--- src/rtl/alu_ex_mem_stage.sv ---
// rtl/alu_ex_mem_stage.sv - execute-to-memory pipeline stage with 2-entry skid buffer and overflow trap
//
// Purpose:
//   Registers the ALU result, flags and control sideband coming out of the
//   execute stage into a head/skid pair of registers. Both sides use a
//   valid/ready handshake, and InReady is a flop, so a stall from the memory
//   stage never forms a combinational path back into execute. A signed
//   overflow on a trapping op is not buffered. Instead it is captured into the
//   trap registers, and the stage stops accepting until TrapAck. Flush drops
//   every buffered entry and the current input.
//
// Optional feature macro: ALU_STAGE_PERF_EN
//   When defined, the stage builds the AcceptCount and StallCount performance
//   counters. When undefined, both outputs are tied to 0.
//
// Ports:
//   Clock, ResetN                    clock, async active-low reset
//   InValid / InReady                upstream handshake (InReady registered)
//   InResult, InZero, InOverflow,    ALU outputs
//   InCarryOut
//   InTrapOnOvf                      op traps on signed overflow
//   InRd, InRegWrite, InMemRead,     control sideband
//   InMemWrite, InStoreData
//   OutValid / OutReady              downstream handshake on the head entry
//   OutResult, OutStoreData, OutZero,
//   OutCarryOut, OutRegWrite,
//   OutMemRead, OutMemWrite, OutRd   head entry fields (held while OutValid=0)
//   Flush                            drop buffered entries and current input
//   TrapPending, TrapRd, TrapResult  trap status and captured op
//   TrapAck                          leave the trap state
//   AcceptCount, StallCount          performance counters (optional)

module alu_ex_mem_stage #(
  parameter int WIDTH = 32,
  parameter int REGW  = 5
) (
  input  logic             Clock,
  input  logic             ResetN,
  input  logic             InValid,
  output logic             InReady,
  input  logic [WIDTH-1:0] InResult,
  input  logic             InZero,
  input  logic             InOverflow,
  input  logic             InCarryOut,
  input  logic             InTrapOnOvf,
  input  logic [REGW-1:0]  InRd,
  input  logic             InRegWrite,
  input  logic             InMemRead,
  input  logic             InMemWrite,
  input  logic [WIDTH-1:0] InStoreData,
  output logic             OutValid,
  input  logic             OutReady,
  output logic [WIDTH-1:0] OutResult,
  output logic [WIDTH-1:0] OutStoreData,
  output logic             OutZero,
  output logic             OutCarryOut,
  output logic             OutRegWrite,
  output logic             OutMemRead,
  output logic             OutMemWrite,
  output logic [REGW-1:0]  OutRd,
  input  logic             Flush,
  output logic             TrapPending,
  output logic [REGW-1:0]  TrapRd,
  output logic [WIDTH-1:0] TrapResult,
  input  logic             TrapAck,
  output logic [31:0]      AcceptCount,
  output logic [31:0]      StallCount
);

  typedef enum logic {
    ST_RUN  = 1'b0,
    ST_TRAP = 1'b1
  } state_t;

  typedef struct packed {
    logic [WIDTH-1:0] result;
    logic [WIDTH-1:0] store_data;
    logic             zero;
    logic             carry_out;
    logic             reg_write;
    logic             mem_read;
    logic             mem_write;
    logic [REGW-1:0]  rd;
  } entry_t;

  state_t           state_q, state_d;
  entry_t           head_q, head_d;
  entry_t           skid_q, skid_d;
  logic             head_valid_q, head_valid_d;
  logic             skid_valid_q, skid_valid_d;
  logic             in_ready_q, in_ready_d;
  logic [REGW-1:0]  trap_rd_q, trap_rd_d;
  logic [WIDTH-1:0] trap_result_q, trap_result_d;

  entry_t in_entry;
  logic   accept;
  logic   trap_hit;
  logic   buf_accept;
  logic   pop;

  always_comb begin
    in_entry.result     = InResult;
    in_entry.store_data = InStoreData;
    in_entry.zero       = InZero;
    in_entry.carry_out  = InCarryOut;
    in_entry.reg_write  = InRegWrite;
    in_entry.mem_read   = InMemRead;
    in_entry.mem_write  = InMemWrite;
    in_entry.rd         = InRd;
  end

  // A flushed input is treated as if it never arrived. This means it can
  // neither be buffered nor raise a trap.
  assign accept     = InValid & in_ready_q;
  assign trap_hit   = accept & InOverflow & InTrapOnOvf & ~Flush;
  assign buf_accept = accept & ~(InOverflow & InTrapOnOvf) & ~Flush;
  assign pop        = head_valid_q & OutReady;

  // Trap FSM and trap capture registers
  always_comb begin
    state_d       = state_q;
    trap_rd_d     = trap_rd_q;
    trap_result_d = trap_result_q;
    case (state_q)
      ST_RUN: begin
        if (trap_hit) begin
          state_d       = ST_TRAP;
          trap_rd_d     = InRd;
          trap_result_d = InResult;
        end
      end
      ST_TRAP: begin
        if (TrapAck) begin
          state_d = ST_RUN;
        end
      end
      default: state_d = ST_RUN;
    endcase
  end

  // Head/skid buffer. InReady is low whenever both slots are full, so an
  // accept never arrives while the skid slot is still occupied.
  always_comb begin
    head_d       = head_q;
    skid_d       = skid_q;
    head_valid_d = head_valid_q;
    skid_valid_d = skid_valid_q;
    if (Flush) begin
      head_valid_d = 1'b0;
      skid_valid_d = 1'b0;
    end else if (pop) begin
      if (skid_valid_q) begin
        head_d = skid_q;
        if (buf_accept) begin
          skid_d = in_entry;
        end else begin
          skid_valid_d = 1'b0;
        end
      end else if (buf_accept) begin
        // The new entry replaces the departing head. Occupancy stays at 1.
        head_d = in_entry;
      end else begin
        head_valid_d = 1'b0;
      end
    end else if (buf_accept) begin
      if (!head_valid_q) begin
        head_d       = in_entry;
        head_valid_d = 1'b1;
      end else begin
        skid_d       = in_entry;
        skid_valid_d = 1'b1;
      end
    end
  end

  // The registered ready looks ahead at next-cycle occupancy and state.
  assign in_ready_d = ~(head_valid_d & skid_valid_d) & (state_d == ST_RUN) & ~Flush;

  always_ff @(posedge Clock or negedge ResetN) begin
    if (!ResetN) begin
      state_q       <= ST_RUN;
      head_q        <= '0;
      skid_q        <= '0;
      head_valid_q  <= 1'b0;
      skid_valid_q  <= 1'b0;
      in_ready_q    <= 1'b0;
      trap_rd_q     <= '0;
      trap_result_q <= '0;
    end else begin
      state_q       <= state_d;
      head_q        <= head_d;
      skid_q        <= skid_d;
      head_valid_q  <= head_valid_d;
      skid_valid_q  <= skid_valid_d;
      in_ready_q    <= in_ready_d;
      trap_rd_q     <= trap_rd_d;
      trap_result_q <= trap_result_d;
    end
  end

  assign InReady      = in_ready_q;
  assign OutValid     = head_valid_q;
  assign OutResult    = head_q.result;
  assign OutStoreData = head_q.store_data;
  assign OutZero      = head_q.zero;
  assign OutCarryOut  = head_q.carry_out;
  assign OutRegWrite  = head_q.reg_write;
  assign OutMemRead   = head_q.mem_read;
  assign OutMemWrite  = head_q.mem_write;
  assign OutRd        = head_q.rd;
  assign TrapPending  = (state_q == ST_TRAP);
  assign TrapRd       = trap_rd_q;
  assign TrapResult   = trap_result_q;

`ifdef ALU_STAGE_PERF_EN
  logic [31:0] accept_count_q, accept_count_d;
  logic [31:0] stall_count_q, stall_count_d;

  // Both counters wrap naturally, and Flush does not affect them.
  always_comb begin
    accept_count_d = accept_count_q;
    stall_count_d  = stall_count_q;
    if (accept) begin
      accept_count_d = accept_count_q + 32'd1;
    end
    if (head_valid_q & ~OutReady) begin
      stall_count_d = stall_count_q + 32'd1;
    end
  end

  always_ff @(posedge Clock or negedge ResetN) begin
    if (!ResetN) begin
      accept_count_q <= '0;
      stall_count_q  <= '0;
    end else begin
      accept_count_q <= accept_count_d;
      stall_count_q  <= stall_count_d;
    end
  end

  assign AcceptCount = accept_count_q;
  assign StallCount  = stall_count_q;
`else
  assign AcceptCount = 32'd0;
  assign StallCount  = 32'd0;
`endif

endmodule

--- config.mk ---
export PLATFORM = sky130hd
export DESIGN_NAME = alu_ex_mem_stage
export DESIGN_NICKNAME = d
export VERILOG_FILES = /design/src/rtl/alu_ex_mem_stage.sv
export SDC_FILE = /design/constraint.sdc
export NUM_CORES = 1
export LEC_CHECK = 0
export ABC_AREA = 1
export CORE_MARGIN = 3
export CORE_UTILIZATION = 49
export CTS_BUF_LIST = sky130_fd_sc_hd__clkbuf_16
export DETAILED_ROUTE_END_ITERATION = 12
export PLACE_DENSITY = 0.85
export SYNTH_ARGS = -nofsm -noshare
export SYNTH_HDL_FRONTEND = slang
export SYNTH_SLANG_ARGS = --single-unit
--- constraint.sdc ---
create_clock -name Clock -period 3 [get_ports Clock]
set_clock_uncertainty 0.15 [all_clocks]
set_input_delay 0.6 -clock Clock [delete_from_list [all_inputs] [get_ports Clock]]
set_output_delay 0.6 -clock Clock [all_outputs]
set_load 0.05 [all_outputs]
==> results_dict.tcl, run 1 <==
set metrics [dict create \
    rows 48 \
    synth_fa_ha_area_frac 0 \
    p_sw_uw 3120 \
    remaining_drc_errors 0 \
    cp_data_required_time_ns 2.25 \
    placed_area_um2 10900 \
    r2r-start "InReady" \
    synth-seq-area-share 0.529 \
    cp-end-kind "output pin" \
    crit_buf_inv 1 \
    finalSetupViolations 0 \
    multi_input_area_um2 3370 \
    status "complete, no violations" \
    grt_pass1_vias 7694 \
    power_density_nw_per_um2 713 \
    synth_common_cells "nand2_1 (461), dfrtp_1 (189), nand3_1 (186)" \
    ys_async_sr_fraction 1.00 \
    critPathSlowestCell "clkdlybuf4s50_1" \
    synth_top_family_by_area "simple AND/OR/NAND/NOR gates" \
    numPortBuffers 195 \
    start_util 0.508 \
    muxShareOfSynthArea 0 \
    critical_path.max_stage_delay_ns 0.91 \
    hold_ws_ns 0.0797 \
    crit_family "buffers and inverters" \
    clkLatencyLatePin_ns 0.42 \
    finish.utilization 0.648 \
    rsz0062_at_grt "false" \
    fin_crit_sh 0.871 \
    synthTopCellsByArea "dfrtp_1 (53%), nand2_1 (19%), nand3_1 (10%)" \
    grt_pass1_wl_mm 38.9 \
    cts-resized-gates 0 \
    nNetsFinal 1381 \
    crit_fanout 6 \
    synth_area_um2 8940 \
    arrival_ns 1.86 \
    drt-total-wl_mm 23.8 \
    htreeDepth 4 \
    max_freq_ghz 0.383 \
    hold_path.class "input port to asynchronous set/reset pin" \
    drive_gt1_frac 0.0434 \
    via_per_inst 5.11 \
    cap_violations 0 \
    synth_xor_area_frac 0 \
    fillers 1429 \
    synth_area_leader_cell "dfrtp_1" \
    die_area_um2 19900 \
    finalCriticalPeriod_ns 2.61 \
    power.leakage_uw 0.00590 \
    cts_root_buf "clkbuf_16" \
    grt_max_degree 97 \
    hpwl_mm 15.3 \
    antenna_found_initial 1 \
    startpoint_type "flip-flop" \
    ant_nets 0 \
    synth-edff-count 0 \
    ir_worst_vdd_mv 0.510 \
    p_sw_frac 0.384 \
    cts_setup_buffers 0 \
    cts_sinks 189 \
    synth-seq-cells 189 \
    synth_top_cell_area_share 0.529 \
    post-route-cell-area_um2 11400 \
    ioPinCount 260 \
    hold_viol 0 \
    path_clk_slew_ns 0.07 \
    synth.distinct_cells 16 \
    maxSlewViolCount 0 \
    regArea_um2 4730 \
    r2r_end "OutResult[17]" \
    via_count 7850 \
    diodes 0 \
    syn_area_per_cell_um2 7.85 \
    relSlewSlack 0.529 \
    grt_usage 0.242 \
    setup-tns-final_ns 0 \
    p_int_uw 5010 \
    drt_iter0_drc 627 \
    overflow 0 \
    die_h_um 141 \
    syn2layout_area_growth_pct 27.6 \
    netlist_instances 1140 \
    yosysWarnings 0 \
    core_um2 17600 \
    clk_path_buf_depth 2 \
    crit_type "flip-flop to output pin" \
    yosys.area_share.simple 0.301 \
    gp_congestion 0.835 \
    p_seq_frac 0.395 \
    die_w_um 141 \
    rr_worst_depth 8 \
    hold_buffers 0 \
    synth_top_flop_cell "dfrtp_1" \
    first_pass_iters 5 \
    cts_tree "built" \
    worst_pin_slew_ns 0.707 \
    cts_made_buffers 17 \
    comb_power_share 0.337 \
    wl_per_cell_um 15.5 \
    total_power_uw 8130 \
    yosysMostFrequentCell "nand2_1" \
    rrSetupSlack_ns 1.01 \
    crit_path_cell_trace "clkdlybuf4s50_1" \
    synth_compound_area_frac 0.0431 \
    clockPowerShare 0.268 \
]
## area by class of cell
type	count	area share
repair buffers	217	0.190
well taps	225	0.0247
clock inverters	15	0.0114
multi-input cells	794	0.296
flip-flops and latches	189	0.415
clock buffers	17	0.0373
inverters	80	0.0263
## power groups by stage
| stage | Clock, uW | Sequential (uW) | Combinational (uW) |
|---|---|---|---|
| 3_5_place_dp | 0 | 3250 | 2750 |
| 4_1_cts | 2220 | 3210 | 2760 |
| 6_report | 2180 | 3210 | 2740 |
| 5_1_grt | 2340 | 3270 | 2900 |
| 3_3_place_gp | 0 | 3240 | 2700 |
| 2_1_floorplan | 0 | 4320 | 718 |
## worst max-delay path by stage
stage	from	endpoint	slack [ns]	cells after the start
2_1_floorplan	InReady	skid_q[12]	1.23	9
3_3_place_gp	InOverflow	skid_q[1]	0.47	8
3_5_place_dp	InTrapOnOvf	skid_q[57]	0.41	8
4_1_cts	OutValid	OutValid	0.36	1
5_1_grt	OutValid	OutValid	0.30	1
6_report	OutValid	OutValid	0.39	1
## per-stage QoR
step | std cells | worst slack, ns
6_report | 1537 | 0.386
5_1_grt | 1537 | 0.300
4_1_cts | 1537 | 0.364
3_5_place_dp | 1505 | 0.409
3_3_place_gp | 1505 | 0.469
2_1_floorplan | 1203 | 1.23
## sequential cells by signal (all words and copies together), names as in the netlist
name / count
skid_q: 74
OutResult: 32
OutStoreData: 32
TrapResult: 32
OutRd: 5
TrapRd: 5
InReady: 1
OutCarryOut: 1
OutMemRead: 1
OutMemWrite: 1
OutRegWrite: 1
OutValid: 1
OutZero: 1
TrapPending: 1
skid_valid_q: 1
## kinds of logic (layout without fill, tap and decap cells)
logic type	Yosys count	after routing
and+or+nand+nor	653	653
buffers and inverters	220	329
DFF	189	189
AOI/OAI and AO/OA	77	77
other	1	64
## layer usage
layer,up-vias,GRT usage,wire length (um)
met5,-,0,13
met4,2,0.0750,344
met3,32,0.0529,1810
met2,323,0.417,12000
met1,3740,0.305,9650
li1,3753,-,-
## cell usage in the layout (no fill, tap or decap), drive strengths merged
cell | netlist | layout
bufinv | 0 | 2
nand3 | 187 | 187
and2 | 1 | 1
nand2 | 461 | 461
inv | 80 | 84
clkbuf | 14 | 18
conb | 1 | 64
o21ai | 74 | 74
dfrtp | 189 | 189
clkinv | 0 | 8
clkinvlp | 0 | 1
a21oi | 3 | 3
clkdlybuf4s50 | 0 | 194
buf | 126 | 22
nor2 | 4 | 4
Power figures use the tool's default switching activity.
==> run 2: changes to the inputs <==
Settings changed: CORE_UTILIZATION 49 to 43, PLACE_DENSITY 0.85 to 0.79, SETUP_SLACK_MARGIN set to 0.05, SLEW_MARGIN set to 25.
Clock period 3 ns to 2.1 ns, I/O delays scaled along.
==> results_dict.tcl, run 2 (synthesis gave the netlist of run 1 again) <==
set metrics [dict create \
    grt_max_degree 79 \
    arrival_ns 1.33 \
    finalSetupViolations 0 \
    rsz0062_at_grt "false" \
    instances_no_fill 1597 \
    placed_area_um2 11100 \
    cts_sinks 189 \
    status "complete, no violations" \
    grt_pass1_wl_mm 38.7 \
    crit_family "buffers and inverters" \
    fin_crit_sh 0.905 \
    diodes 0 \
    via_count 7803 \
    cts_root_buf "clkbuf_16" \
    first_pass_iters 5 \
    final_cell_mix "nand2_1 (457), dfrtp_1 (189), nand3_1 (186), inv_1 (81), clkdlybuf4s50_1 (80)" \
    cts_setup_buffers 0 \
    regArea_um2 4730 \
    overflow 0 \
    relSlewSlack 0.661 \
    grt_pass1_vias 7498 \
    cts_made_buffers 17 \
    clk_path_buf_depth 2 \
    htreeDepth 4 \
    final_common_cell "nand2_1" \
    hpwl_mm 16.1 \
    pre_cts_ws_ns -0.0551 \
    critPathSlowestCell "dlygate4sd2_1" \
    cp_data_required_time_ns 1.53 \
    ir_worst_vdd_mv 0.546 \
    nNetsFinal 1397 \
    start_util 0.439 \
    multi_input_area_um2 3370 \
    die_h_um 150 \
    drt_iter0_drc 536 \
    cts_tree "built" \
    dp_cells 1565 \
    via_per_inst 4.89 \
    finalCriticalPeriod_ns 1.90 \
    die_w_um 150 \
    core_um2 20400 \
    wl_per_cell_um 14.7 \
    worst_pin_slew_ns 0.509 \
    hold_path.class "flip-flop to flip-flop" \
    total_power_uw 11200 \
    crit_buf_inv 1 \
    startpoint_type "flip-flop" \
    largest_reg_flops 74 \
    ioPinCount 260 \
    drt-total-wl_mm 23.5 \
    maxSlewViolCount 0 \
    critical_path.max_stage_delay_ns 0.55 \
    setup_ws_ns 0.199 \
    power.leakage_uw 0.00628 \
    hold_viol 0 \
    power_density_nw_per_um2 974 \
    largest_register "skid_q" \
    antenna_found_initial 0 \
    post-route-cell-area_um2 11500 \
    cp-end-kind "output pin" \
    clkLatencyLatePin_ns 0.41 \
    max_freq_ghz 0.526 \
    syn2layout_area_growth_pct 28.9 \
    crit_type "flip-flop to output pin" \
    drive_gt1_frac 0.0814 \
    fillers 1864 \
    die_area_um2 22600 \
    numPortBuffers 195 \
    crit_fanout 2 \
    ant_nets 0 \
    remaining_drc_errors 0 \
    setup-tns-final_ns 0 \
    gp_congestion 0.804 \
    cap_violations 0 \
    path_clk_slew_ns 0.07 \
    crit_path_cell_trace "dlygate4sd2_1" \
    rows 52 \
    grt_usage 0.214 \
]
==> run 2: cell type report <==
type,count,area share
repair buffers,233,0.196
well taps,270,0.0293
clock inverters,14,0.00922
inverters,80,0.0260
flip-flops and latches,189,0.410
multi-input cells,794,0.293
clock buffers,17,0.0369
==> run 2: what timing repair did <==
| action | CTS | global route |
|---|---|---|
| gates resized for setup | 79 | 0 |
| setup endpoints to repair | 79 | 0 |
| hold buffers | 1 | 0 |
| endpoints found under the hold margin | 46 | 0 |
==> run 2: routing by layer <==
metal  vias up  global-route usage  part of all wire
met2       287               0.346              0.48
met5         -                   0                 0
met3        22              0.0449             0.068
met4         0              0.0554             0.013
met1      3708               0.295              0.44
li1       3786                   -                 -
==> run 2: power by group <==
group	switching, uW	leakage, uW	internal (uW)	total, uW
registers	334	0.00246	4240	4570
clock network	1370	0.000258	1610	2970
logic	2710	0.00357	965	3680
total	4410	0.00628	6810	11200
==> run 2: metrics by stage <==
step	hold WS, ns	utilization
floorplan	-0.0256	-
global placement	0.291	0.544
detailed placement	0.292	0.544
CTS	0.321	0.566
global route	0.341	0.566
finish	0.318	0.566
==> run 2: final timing paths <==
| path | start | end | slack (ns) | cells after the start |
|---|---|---|---|---|
| worst max-delay path | TrapResult[6] | TrapResult[6] | 0.20 | 1 |
| worst max register to register | InReady | OutStoreData[10] | 0.41 | 8 |
| worst min-delay path | TrapResult[20] | TrapResult[20] | 0.32 | 2 |
| min in group asynchronous | ResetN | skid_q[17] | 0.38 | 2 |
| max in group asynchronous | ResetN | OutStoreData[5] | 0.80 | 3 |
| worst min register to register | TrapResult[20] | TrapResult[20] | 0.32 | 2 |
==> run 3: changes to the inputs <==
Settings changed: PLACE_DENSITY 0.79 to 0.84.
==> results_dict.tcl, run 3 (synthesis gave the netlist of run 1 again) <==
set metrics [dict create \
    cts_made_buffers 17 \
    placed_area_um2 11100 \
    ir_worst_vdd_mv 0.504 \
    crit_type "flip-flop to output pin" \
    p_sw_uw 4410 \
    power.leakage_uw 0.00632 \
    crit_path_cell_trace "dlygate4sd2_1" \
    grt_usage 0.211 \
    final_common_cell "nand2_1" \
    critPathSlowestCell "dlygate4sd2_1" \
    crit_family "buffers and inverters" \
    worst_pin_slew_ns 0.530 \
    relSlewSlack 0.648 \
    nNetsFinal 1402 \
    clockPowerShare 0.280 \
    crit_buf_inv 1 \
    hold_ws_ns 0.314 \
    core_um2 20400 \
    hold_viol 0 \
    via_per_inst 4.84 \
    ant_nets 0 \
    cap_violations 0 \
    max_freq_ghz 0.523 \
    cts_setup_buffers 0 \
    antenna_found_initial 2 \
    largest_register "skid_q" \
    via_count 7764 \
    grt_pass1_wl_mm 38.2 \
    drt_iter0_drc 560 \
    rsz0062_at_grt "false" \
    regArea_um2 4730 \
    clkLatencyLatePin_ns 0.41 \
    gp_congestion 0.810 \
    clk_path_buf_depth 2 \
    multi_input_area_um2 3370 \
    remaining_drc_errors 0 \
    drive_gt1_frac 0.0833 \
    comb_power_share 0.320 \
    rows 52 \
    critical_path.max_stage_delay_ns 0.57 \
    fillers 1825 \
    crit_fanout 2 \
    cts_sinks 189 \
    power_density_nw_per_um2 991 \
    fin_crit_sh 0.910 \
    finalCriticalPeriod_ns 1.91 \
    hold_path.class "flip-flop to flip-flop" \
    arrival_ns 1.34 \
    numPortBuffers 195 \
    die_h_um 150 \
    drt-total-wl_mm 23.6 \
    cts_tree "built" \
    path_clk_slew_ns 0.06 \
    cp-end-kind "output pin" \
    p_sw_frac 0.385 \
    die_w_um 150 \
    ioPinCount 260 \
    setup-tns-final_ns 0 \
    p_seq_frac 0.400 \
    grt_max_degree 75 \
    final_cell_mix "nand2_1 (458), dfrtp_1 (189), nand3_1 (186), inv_1 (81), dlygate4sd2_1 (81)" \
    htreeDepth 4 \
    startpoint_type "flip-flop" \
    die_area_um2 22600 \
    maxSlewViolCount 0 \
    first_pass_iters 5 \
    p_int_uw 7040 \
    cp_data_required_time_ns 1.53 \
    cts_root_buf "clkbuf_16" \
    hpwl_mm 16.5 \
    total_power_uw 11500 \
    grt_pass1_vias 7494 \
    wl_per_cell_um 14.7 \
    largest_reg_flops 74 \
    start_util 0.439 \
    finalSetupViolations 0 \
    post-route-cell-area_um2 11600 \
    status "complete, no violations" \
    syn2layout_area_growth_pct 29.2 \
    overflow 0 \
]
run 3: changes by cell type in the layout (fill, tap and decap cells not counted), sizes merged:
cell	delta
buf	+3
bufinv	+2
clkinv	+2
clkinvlp	-2
dlygate4sd2	+2
diode	+1
inv	-1
run 3: path summary, 6_finish.rpt:
path / startpoint / end / slack [ns] / depth (start not counted)
max: TrapResult[13] / TrapResult[13] / 0.19 / 1
min: TrapResult[17] / TrapResult[17] / 0.31 / 2
max reg2reg: OutValid / OutResult[18] / 0.42 / 5
min reg2reg: TrapResult[17] / TrapResult[17] / 0.31 / 2
max in group asynchronous: ResetN / skid_q[67] / 0.80 / 3
min in group asynchronous: ResetN / OutStoreData[30] / 0.38 / 2
run 3: power groups by stage:
stage	Combinational, uW	Sequential, uW	Clock, uW
floorplan	1030	6170	0
global placement	3860	4630	0
detailed placement	3920	4640	0
CTS	3700	4580	3270
global route	3920	4650	3420
finish	3670	4580	3210
run 3: stage by stage:
stage,utilization,instances,worst slack (ns)
after floorplan,-,1203,0.327
after global placement,0.543,1570,0.0219
final,0.567,1604,0.189
after detailed placement,0.543,1570,-0.0625
after CTS,0.567,1603,0.159
after global routing,0.567,1604,0.142
run 3: per-layer routing:
layer | global-route usage | vias to the layer above | part of all wire
li1 | - | 3802 | -
met1 | 0.279 | 3648 | 0.43
met2 | 0.351 | 290 | 0.49
met3 | 0.0503 | 22 | 0.067
met4 | 0.0572 | 2 | 0.010
met5 | 0 | - | 0.00047
run 3: what timing repair did:
action                                  CTS  global route
endpoints found under the setup margin   81             0
resized for setup                        81             0
hold buffers                              1             0
hold endpoints to repair                 43             0
run 3: area by class of cell:
| cell class | instances | area share |
|---|---|---|
| antenna | 1 | 0.000217 |
| multi-input combinational | 794 | 0.291 |
| tap | 270 | 0.0292 |
| clock inverter | 15 | 0.0135 |
| timing repair buffer | 238 | 0.193 |
| inverter | 80 | 0.0260 |
| clock buffer | 17 | 0.0368 |
| sequential | 189 | 0.409 |
